===== config.mk =====
export PLATFORM = sky130hd
export DESIGN_NAME = wb_ssram_arbiter
export DESIGN_NICKNAME = d
export VERILOG_FILES = /design/src/rtl/wb_ssram_arbiter.sv
export SDC_FILE = /design/constraint.sdc
export NUM_CORES = 1
export LEC_CHECK = 0
export BUFFER_PORTS_ARGS = -buffer_cell sky130_fd_sc_hd__buf_2
export CORE_MARGIN = 3
export CORE_UTILIZATION = 25
export DETAILED_ROUTE_END_ITERATION = 8
export GPL_ROUTABILITY_DRIVEN = 0
export PLACE_DENSITY_LB_ADDON = 0.05
export SETUP_SLACK_MARGIN = 0.4
export SYNTH_ARGS = -nofsm -noshare
export SYNTH_HDL_FRONTEND = slang
export SYNTH_SLANG_ARGS = --single-unit
export TNS_END_PERCENT = 5

===== constraint.sdc =====
create_clock -name clk_i -period 2.1 [get_ports clk_i]
set_input_delay 0.105 -clock clk_i [delete_from_list [all_inputs] [get_ports clk_i]]
set_output_delay 0.105 -clock clk_i [all_outputs]
set_load 0.02 [all_outputs]

===== src/rtl/wb_ssram_arbiter.sv =====
// wb_ssram_arbiter: two-master Wishbone classic arbiter in front of one SSRAM controller slave
// Ports: clk_i/rst_n_i clock and async active-low reset; m0_* instruction-fetch master,
// m1_* data master (cyc/stb/we/sel/adr/dat in, dat/ack/err out); s_* slave side
// (cyc/stb/we/sel/adr/dat out, dat/ack in); grant_o one-hot current owner.
module wb_ssram_arbiter #(
  parameter int FIXED_PRIO = 0,
  parameter int TIMEOUT    = 255
) (
  input  logic        clk_i,
  input  logic        rst_n_i,
  input  logic        m0_cyc_i,
  input  logic        m0_stb_i,
  input  logic        m0_we_i,
  input  logic [3:0]  m0_sel_i,
  input  logic [31:0] m0_adr_i,
  input  logic [31:0] m0_dat_i,
  output logic [31:0] m0_dat_o,
  output logic        m0_ack_o,
  output logic        m0_err_o,
  input  logic        m1_cyc_i,
  input  logic        m1_stb_i,
  input  logic        m1_we_i,
  input  logic [3:0]  m1_sel_i,
  input  logic [31:0] m1_adr_i,
  input  logic [31:0] m1_dat_i,
  output logic [31:0] m1_dat_o,
  output logic        m1_ack_o,
  output logic        m1_err_o,
  output logic        s_cyc_o,
  output logic        s_stb_o,
  output logic        s_we_o,
  output logic [3:0]  s_sel_o,
  output logic [31:0] s_adr_o,
  output logic [31:0] s_dat_o,
  input  logic [31:0] s_dat_i,
  input  logic        s_ack_i,
  output logic [1:0]  grant_o
);
  typedef enum logic [1:0] {IDLE, BUSY, RELEASE} state_t;
  localparam logic [7:0] TO = 8'(TIMEOUT);
  state_t      state_q, state_d;
  logic [1:0]  grant_q, grant_d;
  logic        last_q, last_d;
  logic [7:0]  timer_q, timer_d;
  logic        drop_q, drop_d;
  logic        we_q, we_d;
  logic [3:0]  sel_q, sel_d;
  logic [31:0] adr_q, adr_d;
  logic [31:0] dat_q, dat_d;
  logic        req0, req1, win1, busy, g1, drop, tout;
  assign req0 = m0_cyc_i & m0_stb_i;
  assign req1 = m1_cyc_i & m1_stb_i;
  // m1 wins when alone, or on a tie under round-robin when m0 won last
  assign win1 = req1 & (~req0 | ((FIXED_PRIO == 0) & ~last_q));
  assign busy = state_q == BUSY;
  assign g1   = grant_q[1];
  // once the owner abandons its cycle, the slave keeps seeing the values captured at grant
  assign drop = drop_q | ~(g1 ? m1_cyc_i : m0_cyc_i);
  assign tout = busy & ~s_ack_i & (timer_q + 8'd1 == TO);
  always_comb begin
    state_d = state_q;
    grant_d = grant_q;
    last_d  = last_q;
    timer_d = timer_q;
    drop_d  = drop_q;
    we_d    = we_q;
    sel_d   = sel_q;
    adr_d   = adr_q;
    dat_d   = dat_q;
    case (state_q)
      IDLE: if (req0 | req1) begin
        state_d = BUSY;
        grant_d = win1 ? 2'b10 : 2'b01;
        last_d  = win1;
        timer_d = 8'd0;
        drop_d  = 1'b0;
        we_d    = win1 ? m1_we_i  : m0_we_i;
        sel_d   = win1 ? m1_sel_i : m0_sel_i;
        adr_d   = win1 ? m1_adr_i : m0_adr_i;
        dat_d   = win1 ? m1_dat_i : m0_dat_i;
      end
      BUSY: begin
        timer_d = timer_q + 8'd1;
        drop_d  = drop;
        state_d = (s_ack_i | tout) ? RELEASE : BUSY;
      end
      RELEASE: if (!s_ack_i) begin
        state_d = IDLE;
        grant_d = 2'b00;
        timer_d = 8'd0;
      end
      default: state_d = IDLE;
    endcase
  end
  always_ff @(posedge clk_i or negedge rst_n_i)
    if (!rst_n_i) begin
      state_q <= IDLE;
      grant_q <= 2'b00;
      last_q  <= 1'b1;
      timer_q <= 8'd0;
      drop_q  <= 1'b0;
      we_q    <= 1'b0;
      sel_q   <= 4'd0;
      adr_q   <= 32'd0;
      dat_q   <= 32'd0;
    end else begin
      state_q <= state_d;
      grant_q <= grant_d;
      last_q  <= last_d;
      timer_q <= timer_d;
      drop_q  <= drop_d;
      we_q    <= we_d;
      sel_q   <= sel_d;
      adr_q   <= adr_d;
      dat_q   <= dat_d;
    end
  assign s_cyc_o  = busy;
  assign s_stb_o  = busy;
  assign s_we_o   = busy & (drop ? we_q : (g1 ? m1_we_i : m0_we_i));
  assign s_sel_o  = busy ? (drop ? sel_q : (g1 ? m1_sel_i : m0_sel_i)) : 4'd0;
  assign s_adr_o  = busy ? (drop ? adr_q : (g1 ? m1_adr_i : m0_adr_i)) : 32'd0;
  assign s_dat_o  = busy ? (drop ? dat_q : (g1 ? m1_dat_i : m0_dat_i)) : 32'd0;
  assign m0_ack_o = busy & s_ack_i & ~drop & grant_q[0];
  assign m1_ack_o = busy & s_ack_i & ~drop & grant_q[1];
  assign m0_err_o = tout & grant_q[0];
  assign m1_err_o = tout & grant_q[1];
  assign m0_dat_o = s_dat_i;
  assign m1_dat_o = s_dat_i;
  assign grant_o  = grant_q;
endmodule


# After elaboration in Yosys (flattened, before gate mapping)
# Cells that the tools add are included.
[op_classes]
addsub = 1
n_eq_ne = 5
muxes = 28
bitwise_logic = 21
n_reduce_logical = 9
[op_table]
columns = ["op", "count"]
rows = [
  ["$mux W32", 8],
  ["$pmux W8 S3", 1],
  ["$mux W4", 4],
  ["$mux W8", 2],
  ["$and A1 B1 Y1", 12],
  ["$mux W2", 5],
  ["$add A8 B1 Y8 const B", 1],
  ["$eq A8 B8 Y1 const B", 1],
  ["$pmux W2 S3", 1],
  ["$reduce_and A2 Y1", 3],
  ["$reduce_and A3 Y1", 2],
  ["$mux W1", 5],
  ["$not A1 Y1", 5],
  ["$ne A2 B2 Y1 const B", 2],
  ["$or A1 B1 Y1", 4],
  ["$pmux W2 S2", 1],
  ["$reduce_bool A2 Y1", 2],
  ["$reduce_bool A3 Y1", 1],
  ["$eq A2 B1 Y1 const B", 1],
  ["$eq A2 B2 Y1 const B", 1],
  ["$logic_not A2 Y1", 1],
  ["$pmux W1 S2", 1],
]
[totals]
ff_bits = 83
in_bits = 177
output_inout_bits = 141
wordCells = 73

# Logic depth before layout (Yosys ltp)
# Gate-level depths: netlist of run 1.
[logic_depth]
depth_word = 7
depth_mapped = 8

# Worst setup path before layout of run 1
# Ideal clock, no wire load.
[synth_path]
path_type = "register to output"
startpoint = "register grant_q[1], in the netlist grant_o[1]"
endpoint = "output s_dat_o[11]"
t_arrival_ns = 1.757
required_ns = 1.995
setup_slack_ns = 0.238
path_stages_with_launch = 7
path_buffers = 2
cell_sequence = "dfrtp_1 mux2i_1 nor2_2 buf_2 buf_2 nor2_1 a211oi_1"
[synth_between]
elab_chain_cells = 5
elab_cells_between_ends = 6
[synth_rtl]
columns = ["element", "line", "source"]
rows = [
  ["start: declaration", "42", "logic [1:0] grant_q, grant_d;"],
  ["start signal: assignment", "108", "grant_q <= grant_d;"],
  ["$mux W1", "58", "assign drop = drop_q | ~(g1 ? m1_cyc_i : m0_cyc_i);"],
  ["$not A1 Y1", "58", ""],
  ["$or A1 B1 Y1", "58", ""],
  ["$mux W32 * (2 in series)", "122", "assign s_dat_o = busy ? (drop ? dat_q : (g1 ? m1_dat_i : m0_dat_i)) : 32'd0;"],
  ["end: declaration", "34", "output logic [31:0] s_dat_o,"],
]
# Mark *: on every way between the ends. The rest lies on a longest branch, timed or not.

# Worst setup path in the final report of run 1
[layout_path]
startpoint = "register grant_q[1], in the netlist grant_o[1]"
endpoint = "output s_sel_o[1]"
[layout_between]
elab_chain_cells = 5
elab_cells_between_ends = 6
[layout_rtl]
columns = ["element", "line", "source"]
rows = [
  ["$mux W1", "58", ""],
  ["$not A1 Y1", "58", ""],
  ["$or A1 B1 Y1", "58", ""],
  ["$mux W4 * (2 in series)", "120", "assign s_sel_o = busy ? (drop ? sel_q : (g1 ? m1_sel_i : m0_sel_i)) : 4'd0;"],
  ["end: declaration", "32", "output logic [3:0] s_sel_o,"],
]
# Marks and branches as above.

==> results by group, run 1 <==
Status
  • Status: complete, but fails checks
  • Failing checks: setup timing

STA
  • # setup viols final: 4
  • Max Clk Rate: 0.472 GHz
  • Least-Margin Pin Slew: 0.659 ns
  • RSZ-0062 raised after global routing: yes
  • Rel. slew slack: 0.561
  • Period utilization: 1.01
  • Count of final hold-check violations: 0
  • Final Worst Setup Slack: -0.0200 ns
  • Max-slew violation count: 0
  • WHS: 0.0162 ns
  • Tmin final: 2.12 ns
  • Setup TNS after final layout: -0.0342 ns
  • Final Skew: 0.00792 ns

Place
  • HPWL Detailed: 13600 µm
  • Number of port buffers: 221
  • DP Area: 6840 µm²

Synthesis
  • #FFs+latches synth: 83
  • Post-synth ARST share: 1.00
  • Synth warn: 0
  • Most area-hungry cell type in the Yosys netlist: dfrtp_1
  • Largest cells by area after synthesis: dfrtp_1 (35%), mux2i_1 (12%), nand2_1 (9.6%)
  • Post-synthesis sequential area ratio: 0.353
  • Cell Area, Synth: 5880 µm²
  • Yosys top cell area share: 0.349
  • Syn Nets: 882
  • Ys flop type: dfrtp_1
  • Synth cell types: 47
  • Mean Syn Cell Area: 8.37 µm²
  • Mapped Cells: 703
  • Post-synth EDFFs: 0

Die
  • Effective utilization at floorplan: 0.257
  • Vert. Die Dim: 159 µm
  • Die width: 159 µm
  • IO Count: 318
  • Core ar.: 22900 µm²
  • Die area: 25400 µm²
  • # rows: 55

Final layout
  • Post-route design area: 9210 µm²
  • Footprint of the multi-input gates: 3430 µm²
  • Register area: 2090 µm²
  • Finished Core Util: 0.402
  • Share of cells above drive strength 1: 0.369
  • Antenna diodes: 0
  • FILL cells: 2325
  • Synth-to-Final Area Change: 56.6%
  • Net count, final: 1147

Setup path
  • Critical path peak fanout: 74
  • Worst R2R Start: timer_q[1]
  • Worst Path Required: 2.00 ns
  • Crit-path slowest cell: dfrtp_4
  • Setup crit start: grant_o[1]
  • Worst Setup Path Type: reg2out
  • Arr. time, crit path: 2.02 ns
  • Worst path max stage delay: 0.45 ns
  • Crit end category: output pin
  • Worst path cell trace: buf_12 > mux2i_1 > a211oi_4 > buf_6
  • Crit path launch type: register

CTS
  • H-tree levels: 3
  • CTS clk-pin slew, worst paths: 0.06 ns
  • Skew-Pair Late Insertion Delay: 0.34 ns
  • Clock Path Buffers: 2
  • TritonCTS clock tree: built
  • TritonCTS Buffers: 9
  • Root buffer cell: clkbuf_16
  • CTS Sinks: 83

Worst hold path
  • Hold Path Class: in2reg
  • Hold Crit Start: m0_dat_i[12]

Power and ir drop
  • Leakage: 4.24 nW
  • VDD IR max: 0.504 mV
  • Cell Pwr Density: 1320 nW/µm²

Routing
  • Via count: 6199
  • Vias/cell: 4.83
  • DRT antenna net count: 0
  • 1st-pass router iterations: 4
  • DR WL/cell: 17.5 µm
  • Routed WL: 22500 µm
  • Initial DRC count: 247
  • DRC viols: 0

Global routing
  • Vias in the first global route: 6658
  • Total track usage: 0.168
  • Largest net degree at the start of global routing: 75
  • Grt total ovfl: 0
  • First-pass GRT wire length: 35100 µm
  • Initial antenna violation count: 1

Job
  • Max-Cap Viols: 0
==> synthesized netlist by cell type (4+ instances only) <==
cell and instances:
a211oi_1 69, nand3_1 5, buf_4 67, a21oi_1 5, dfrtp_1 82, buf_6 4, nand2_1 151, nor2_1 74
buf_2 24, mux2i_1 70, clkbuf_1 25, a22oi_1 69, o21ai_0 12
==> where the power goes <==
part | total [mW] | internal (mW) | switching [mW]
clock | 1.75 | 1.10 | 0.659
combinational | 7.55 | 3.20 | 4.36
sequential | 2.86 | 2.37 | 0.493
==> final timing paths <==
check	end	slack, ns	cells after the start
max	s_sel_o[1]	-0.02	4
min	dat_q[12]	0.02	3
max reg2reg	timer_q[5]	0.15	11
min reg2reg	last_q	0.51	1
max in group asynchronous	last_q	1.32	3
min in group asynchronous	adr_q[28]	0.14	2
==> metrics by stage <==
stage / instances / total power, mW / setup WS (ns)
3_5_place_dp: 1133 / 8.91 / 0.0985
5_1_grt: 1284 / 13.0 / -0.100
3_3_place_gp: 1133 / 8.85 / 0.157
2_1_floorplan: 703 / 7.24 / 0.238
6_report: 1284 / 12.2 / -0.0200
4_1_cts: 1279 / 11.6 / -0.0563
==> flip-flops by register name (all words and copies together) (netlist names) <==
| register | flops |
|---|---|
| adr_q | 32 |
| dat_q | 32 |
| timer_q | 8 |
| sel_q | 4 |
| grant_o | 2 |
| state_q | 2 |
| drop_q | 1 |
| last_q | 1 |
| we_q | 1 |
==> routing by layer <==
layer / share of wire / global-route usage / wire length (µm)
met1: 0.41 / 0.196 / 9290
met2: 0.52 / 0.310 / 11700
met3: 0.052 / 0.0390 / 1180
met4: 0.014 / 0.0438 / 306
met5: 0.00031 / 0 / 7
==> worst max-delay path: cells and delay by family (launching register included) <==
family / cells / cell delay, ns
AOI/OAI and AO/OA: 1 / 0.33
buffers and inverters: 2 / 0.61
DFF: 1 / 0.45
muxes: 1 / 0.22
==> logic make-up after synthesis <==
| kind of cell | count (synthesis) | share of synthesized area |
|---|---|---|
| multiplexers | 71 | 0.121 |
| adder cells (fa/ha/maj) | 2 | 0.00425 |
| AO/OA/AOI/OAI | 166 | 0.206 |
| buffers and inverters | 125 | 0.133 |
| XOR/XNOR | 2 | 0.00298 |
| flip-flops | 83 | 0.353 |
| AND/OR/NAND/NOR | 254 | 0.179 |
==> cell usage in the layout (no fill, tap or decap), types with 3 or more instances in the layout <==
| master | n |
|---|---|
| a211oi_1 | 17 |
| a211oi_2 | 50 |
| a21oi_1 | 3 |
| a22oi_1 | 69 |
| buf_12 | 6 |
| buf_16 | 4 |
| buf_2 | 169 |
| buf_4 | 65 |
| buf_6 | 14 |
| clkbuf_16 | 12 |
| dfrtp_1 | 77 |
| dfrtp_2 | 4 |
| dlygate4sd3_1 | 114 |
| mux2i_1 | 69 |
| nand2_1 | 151 |
| nand3_1 | 3 |
| nor2_1 | 71 |
| nor2_2 | 3 |
| o21ai_0 | 12 |
==> area by class of cell <==
type / count / area share
well taps: 313 / 0.0425
multi-input cells: 495 / 0.373
clock buffers: 12 / 0.0278
inverters: 3 / 0.00136
repair buffers: 376 / 0.322
clock inverters: 2 / 0.00652
flip-flops and latches: 83 / 0.227
==> timing repair <==
item | in CTS | in global routing
pin swaps | 15 | 35
buffers inserted | 15 | 2
gates resized for setup | 66 | 84
hold buffers | 114 | 0
gates cloned | 3 | 3
setup endpoints to repair | 75 | 146
endpoints found under the hold margin | 151 | 0
No activity file was read; power rests on OpenSTA's default activity.
==> inputs of run 2 (changes only) <==
==> constraint.sdc (replaced) <==
create_clock -name clk_i -period 2.57 [get_ports clk_i]
set_input_delay 0.257 -clock clk_i [delete_from_list [all_inputs] [get_ports clk_i]]
set_output_delay 0.257 -clock clk_i [all_outputs]
set_load 0.02 [all_outputs]
==> run 2 against run 1 <==
  * The run now ends clean
  * Cell count shrank 8.9%
  * Register-to-register slack gained 0.56 ns
  * Largest cell class unchanged
  * Wire length grew 2.3%
  * Combinational power shrank 17%
  * Critical path type unchanged
  * Hold slack gained 0.10 ns
  * Sequential share of layout area grew 3.6 points
  * First-iteration DRC count grew 16%
  * Count of clock-buffer cells in the layout shrank 3
  * Clock skew shrank 0.0017 ns
  * Global-route usage shrank 1.0 points
==> results by group, run 2 (synthesized netlist as in run 1, its figures left out) <==
Status
  • Status: finished, final reports clean (was complete, but fails checks)

Global routing
  • Initial antenna violation count: 2 (was 1)
  • First-pass GRT wire length: 32800 µm (was 35100 µm)
  • Vias in the first global route: 5957 (was 6658)
  • Total track usage: 0.158 (was 0.168)
  • Grt total ovfl: 0 (unchanged)
  • Largest net degree at the start of global routing: 79 (was 75)

Routing
  • DRC viols: 0 (unchanged)
  • Via count: 5866 (was 6199)
  • Initial DRC count: 286 (was 247)
  • Routed WL: 23000 µm (was 22500 µm)
  • Vias/cell: 5.01 (was 4.83)
  • 1st-pass router iterations: 4 (unchanged)
  • DR WL/cell: 19.7 µm (was 17.5 µm)
  • DRT antenna net count: 0 (unchanged)

CTS
  • H-tree levels: 3 (unchanged)
  • CTS clk-pin slew, worst paths: 0.07 ns (was 0.06 ns)
  • Clock Path Buffers: 2 (unchanged)
  • TritonCTS Buffers: 9 (unchanged)
  • Skew-Pair Late Insertion Delay: 0.34 ns (about the same)
  • Root buffer cell: clkbuf_16 (unchanged)
  • TritonCTS clock tree: built (unchanged)
  • CTS Sinks: 83 (unchanged)

Setup path
  • Crit path launch type: register (unchanged)
  • Worst Setup Path Type: reg2out (unchanged)
  • Worst Path Required: 2.31 ns (was 2.00 ns)
  • Arr. time, crit path: 2.06 ns (was 2.02 ns)
  • Worst R2R Setup Slack: 0.71 ns (was 0.15 ns)
  • Critical path peak fanout: 12 (was 74)
  • R2R depth: 8 (was 11)
  • Worst R2R Start: timer_q[0] (was timer_q[1])
  • R2r endpoint: state_q[1] (was timer_q[5])
  • Crit end category: output pin (unchanged)

Final layout
  • Synth-to-Final Area Change: 35.3% (was 56.6%)
  • Post-route design area: 7960 µm² (was 9210 µm²)
  • FILL cells: 2389 (was 2325)
  • Most frequent cells in the layout: buf_2 (197), nand2_1 (151), dfrtp_1 (77), nor2_1 (74) (was buf_2 (169), nand2_1 (151), dlygate4sd3_1 (114), dfrtp_1 (77), nor2_1 (71))
  • Biggest regs: adr_q: 32 flops, dat_q: 32 flops, timer_q: 8 flops (unchanged)
  • Share of cells above drive strength 1: 0.416 (was 0.369)
  • Most common cell after layout, fill and taps aside: buf_2 (unchanged)
  • Net count, final: 1031 (was 1147)

Die
  • Die width: 159 µm (unchanged)
  • Die area: 25400 µm² (unchanged)
  • Effective utilization at floorplan: 0.257 (unchanged)
  • IO Count: 318 (unchanged)
  • Vert. Die Dim: 159 µm (unchanged)
  • Core ar.: 22900 µm² (unchanged)
  • # rows: 55 (unchanged)

Power and ir drop
  • Switching share of power: 0.474 (was 0.453)
  • Comb power frac: 0.628 (was 0.621)
  • VDD IR max: 0.566 mV (was 0.504 mV)
  • Clock network power share: 0.141 (was 0.144)
  • Leakage: 3.71 nW (was 4.24 nW)
  • NetSw: 4.71 mW (was 5.51 mW)
  • Share of power burned in registers: 0.231 (was 0.235)
  • Cell Pwr Density: 1250 nW/µm² (was 1320 nW/µm²)
  • Tot Pwr: 9.95 mW (was 12.2 mW)
  • Internal power: 5.24 mW (was 6.66 mW)

STA
  • Tmin final: 2.32 ns
  • Period utilization: 0.903
  • # setup viols final: 0 (was 4)
  • Count of final hold-check violations: 0 (unchanged)
  • Max-slew violation count: 0 (unchanged)
  • Final Skew: 0.00618 ns (was 0.00792 ns)
  • Max Clk Rate: 0.431 GHz
  • Rel. slew slack: 0.533 (was 0.561)
  • Setup TNS after final layout: 0 ns (was -0.0342 ns)
  • Least-Margin Pin Slew: 0.700 ns (was 0.659 ns)
  • RSZ-0062 raised after global routing: yes (unchanged)

Worst hold path
  • Hold Crit Start: m1_dat_i[5] (was m0_dat_i[12])
  • Worst Hold Depth: 3 (unchanged)
  • WHS Endpoint: dat_q[5] (was dat_q[12])
  • Hold Path Class: in2reg (unchanged)

Place
  • HPWL Detailed: 13300 µm (was 13600 µm)
  • Number of port buffers: 221 (unchanged)
  • DP Area: 6780 µm² (was 6840 µm²)

Job
  • Max-Cap Viols: 0 (unchanged)
## run 2: power by group through the flow
stage	clock, mW	sequential (mW)	combinational, mW
global placement	0	2.31	4.89
CTS	1.46	2.29	5.17
global route	1.50	2.38	6.77
floorplan	0	2.22	3.67
detailed placement	0	2.31	4.91
finish	1.40	2.30	6.25
## run 2: what timing repair did
action	in CTS	in global routing
hold buffers	1	0
setup buffers	5	5
endpoints found under the setup margin	73	73
gates resized for setup	23	93
endpoints found under the hold margin	21	0
cloned	1	12
pin swaps	1	9
## run 2: routing by layer
metal / GRT usage / wire length (µm) / part of all wire / vias up
li1: - / - / - / 2712
met1: 0.190 / 9810 / 0.43 / 2928
met2: 0.281 / 11500 / 0.50 / 188
met3: 0.0336 / 1240 / 0.054 / 38
met4: 0.0497 / 520 / 0.023 / 0
met5: 0 / 0 / 0 / -
## run 2: final cells by class
class / instances / area, µm² / share of cell area
Multi-Input combinational cell: 495 / 3440 / 0.432
Clock buffer: 9 / 225 / 0.0283
Timing Repair Buffer: 260 / 1720 / 0.216
Clock inverter: 5 / 80.1 / 0.0101
Tap cell: 313 / 392 / 0.0492
Inverter: 3 / 12.5 / 0.00157
Sequential cell: 83 / 2090 / 0.262
Antenna cell: 2 / 5.00 / 0.000629
## run 2: critical path, cell delays in order, from the launching register on
cell	delay, ns
dfrtp_4	0.51
mux2i_4	0.20
nor2_4	0.06
buf_12	0.16
buf_12	0.14
clkbuf_16	0.20
a211oi_4	0.29
buf_6	0.16
## run 2: metrics by stage
stage	setup WS [ns]	std cells	utilization	hold slack, ns
after detailed placement	0.228	1130	0.296	0.366
after CTS	0.196	1151	0.317	0.0948
final	0.250	1170	0.347	0.118
after global placement	0.306	1130	0.296	0.370
after global routing	0.200	1170	0.347	0.114
after floorplan	0.556	703	-	-0.0386
## run 2: how the worst max path moves through the flow
stage,cells past startpoint,from,to
after detailed placement,7,timer_q[0],m1_err_o
final,7,grant_o[1],s_dat_o[30]
after floorplan,6,grant_o[1],s_dat_o[11]
after global routing,7,grant_o[1],s_adr_o[17]
after CTS,6,grant_o[1],s_adr_o[5]
after global placement,7,timer_q[0],m0_err_o
==> inputs of run 3 (changes only) <==
--- a/config.mk
+++ b/config.mk
@@ -10,7 +10,8 @@
 export CORE_UTILIZATION = 25
 export DETAILED_ROUTE_END_ITERATION = 8
 export GPL_ROUTABILITY_DRIVEN = 0
-export PLACE_DENSITY_LB_ADDON = 0.05
+export GPL_TIMING_DRIVEN = 0
+export PLACE_DENSITY = 0.57
 export SETUP_SLACK_MARGIN = 0.4
 export SYNTH_ARGS = -nofsm -noshare
 export SYNTH_HDL_FRONTEND = slang
==> run 3 against run 2 <==
  * Via count rose by 9.3%
  * First-iteration DRC count up 26%
  * Utilization grew 3.2 points
  * Non-clock buffer count grew 173
  * Register-to-register slack lost 0.25 ns
  * Worst setup slack got worse by 0.071 ns
  * Largest cell class unchanged
  * Global-route usage rose by 0.63 points
  * Hold slack got worse by 0.013 ns
  * Wire length fell by 4.4%
  * Largest power group unchanged
  * Sequential share of layout area decreased by 2.3 points
==> results by group, run 3 (synthesized netlist as in run 1, its figures left out) <==
STA
  • Final Skew: 0.0122 ns (was 0.00618 ns)
  • Max-slew violation count: 0 (unchanged)
  • Least-Margin Pin Slew: 0.866 ns (was 0.700 ns)
  • # setup viols final: 0 (unchanged)
  • Final Worst Setup Slack: 0.178 ns (was 0.250 ns)
  • Rel. slew slack: 0.420 (was 0.533)
  • Count of final hold-check violations: 0 (unchanged)
  • Period utilization: 0.931 (was 0.903)
  • WHS: 0.105 ns (was 0.118 ns)
  • Max Clk Rate: 0.418 GHz (was 0.431 GHz)
  • Tmin final: 2.39 ns (was 2.32 ns)
  • Setup TNS after final layout: 0 ns (unchanged)
  • RSZ-0062 raised after global routing: yes (unchanged)

Die
  • Die area: 25400 µm² (unchanged)
  • Die width: 159 µm (unchanged)
  • Vert. Die Dim: 159 µm (unchanged)
  • Effective utilization at floorplan: 0.257 (unchanged)
  • IO Count: 318 (unchanged)
  • Core ar.: 22900 µm² (unchanged)
  • # rows: 55 (unchanged)

Global routing
  • Initial antenna violation count: 3 (was 2)
  • Vias in the first global route: 6222 (was 5957)
  • Grt total ovfl: 0 (unchanged)
  • First-pass GRT wire length: 33800 µm (was 32800 µm)
  • Total track usage: 0.164 (was 0.158)
  • Largest net degree at the start of global routing: 43 (was 79)

Power and ir drop
  • Leakage: 4.39 nW (was 3.71 nW)
  • Tot Pwr: 9.70 mW (was 9.95 mW)
  • VDD IR max: 0.402 mV (was 0.566 mV)
  • Comb power frac: 0.614 (was 0.628)
  • Share of power burned in registers: 0.236 (was 0.231)
  • Cell Pwr Density: 1120 nW/µm² (was 1250 nW/µm²)
  • Clock network power share: 0.150 (was 0.141)
  • Switching share of power: 0.459 (was 0.474)
  • Internal power: 5.25 mW (was 5.24 mW)
  • NetSw: 4.45 mW (was 4.71 mW)

Routing
  • Via count: 6413 (was 5866)
  • Routed WL: 22000 µm (was 23000 µm)
  • DRC viols: 0 (unchanged)
  • 1st-pass router iterations: 5 (was 4)
  • DRT antenna net count: 0 (unchanged)
  • DR WL/cell: 16.4 µm (was 19.7 µm)
  • DRT met1 WL: 9370 µm (was 9810 µm)
  • Initial DRC count: 360 (was 286)
  • DR WL met3: 1360 µm (was 1240 µm)
  • DR top layer: met5 (was met4)
  • Vias/cell: 4.77 (was 5.01)
  • Met2 routed WL: 10900 µm (was 11500 µm)

Place
  • Number of port buffers: 285 (was 221)
  • Dpl ws: -0.000157 ns (was 0.228 ns)
  • HPWL Detailed: 16300 µm (was 13300 µm)
  • Inst Count DP: 1302 (was 1130)
  • DP Area: 7730 µm² (was 6780 µm²)

Worst hold path
  • WHS Endpoint: dat_q[12] (was dat_q[5])
  • Worst Hold Depth: 3 (unchanged)
  • Hold Path Class: in2reg (unchanged)
  • Hold Crit Start: m1_dat_i[12] (was m1_dat_i[5])

Setup path
  • Worst R2R Setup Slack: 0.46 ns (was 0.71 ns)
  • Crit end category: output pin (unchanged)
  • R2r endpoint: we_q (was state_q[1])
  • Worst Setup Path Type: reg2out (unchanged)
  • Crit path launch type: register (unchanged)
  • Arr. time, crit path: 2.13 ns (was 2.06 ns)
  • Critical path peak fanout: 6 (was 12)
  • Worst Path Required: 2.31 ns (about the same)
  • Worst R2R Start: state_q[0] (was timer_q[0])
  • Setup crit start: timer_q[1] (was grant_o[1])
  • R2R depth: 5 (was 8)

Final layout
  • Synth-to-Final Area Change: 47.9% (was 35.3%)
  • Final cell count without fillers: 1344 (was 1170)
  • Most common cell after layout, fill and taps aside: buf_2 (unchanged)
  • Share of cells above drive strength 1: 0.466 (was 0.416)
  • Most frequent cells in the layout: buf_2 (290), nand2_1 (151), buf_4 (94), dfrtp_1 (78), nor2_1 (74) (was buf_2 (197), nand2_1 (151), dfrtp_1 (77), nor2_1 (74))
  • Biggest regs: adr_q: 32 flops, dat_q: 32 flops, timer_q: 8 flops (unchanged)
  • Net count, final: 1204 (was 1031)
  • Finished Core Util: 0.380 (was 0.347)
  • Post-route design area: 8700 µm² (was 7960 µm²)

CTS
  • Skew-Pair Late Insertion Delay: 0.35 ns (was 0.34 ns)
  • CTS clk-pin slew, worst paths: 0.07 ns (about the same)
  • Clock Path Buffers: 2 (unchanged)
  • TritonCTS clock tree: built (unchanged)
  • Root buffer cell: clkbuf_16 (unchanged)
  • TritonCTS Buffers: 9 (unchanged)
  • H-tree levels: 3 (unchanged)
  • CTS Sinks: 83 (unchanged)

Job
  • Max-Cap Viols: 0 (unchanged)

Status
  • Status: finished, final reports clean (unchanged)
run 3: power by group through the flow:
| stage | clock network [mW] | registers [mW] | logic, mW |
|---|---|---|---|
| floorplan | 0 | 2.22 | 3.67 |
| global placement | 0 | 2.29 | 5.25 |
| detailed placement | 0 | 2.30 | 5.30 |
| CTS | 1.50 | 2.28 | 5.81 |
| finish | 1.45 | 2.29 | 5.96 |
| global route | 1.55 | 2.34 | 6.52 |
run 3: how the worst max path moves through the flow:
stage	end	slack [ns]
2_1_floorplan	s_dat_o[11]	0.56
3_3_place_gp	s_dat_o[14]	0.05
3_5_place_dp	s_adr_o[1]	-0.0002
4_1_cts	m1_err_o	0.23
5_1_grt	m1_err_o	0.04
6_report	m1_err_o	0.18
run 3: per-layer routing:
| metal | track usage | vias up |
|---|---|---|
| met5 | 0 | - |
| met4 | 0.0493 | 4 |
| met3 | 0.0323 | 25 |
| met2 | 0.283 | 240 |
| met1 | 0.208 | 3072 |
| li1 | - | 3072 |
run 3: timing repair:
| action | 4_1_cts | 5_1_grt |
|---|---|---|
| setup endpoints to repair | 84 | 86 |
| pin swaps | 9 | 5 |
| hold buffers | 1 | 0 |
| cloned | 1 | 1 |
| resized for setup | 95 | 24 |
| hold endpoints to repair | 40 | 0 |
| setup buffers | 11 | 11 |
run 3: cell type report:
cell class / count / area [µm²]
diodes: 1 / 2.50
well taps: 313 / 392
fillers: 2372 / 14200
inverters: 3 / 12.5
clock buffers: 10 / 239
multi-input cells: 495 / 3200
plain buffers: 122 / 943
repair buffers: 311 / 1730
flip-flops and latches: 83 / 2080
clock inverters: 6 / 88.8
run 3: critical path, cell delays in order, from the launching register on:
cell and delay, ns:
dfrtp_2 0.41, ha_2 0.20, buf_8 0.13, buf_6 0.11, a21oi_2 0.09, mux2_4 0.16, a21oi_2 0.06, nor4_2 0.18
buf_4 0.19, and2_4 0.14, buf_6 0.11
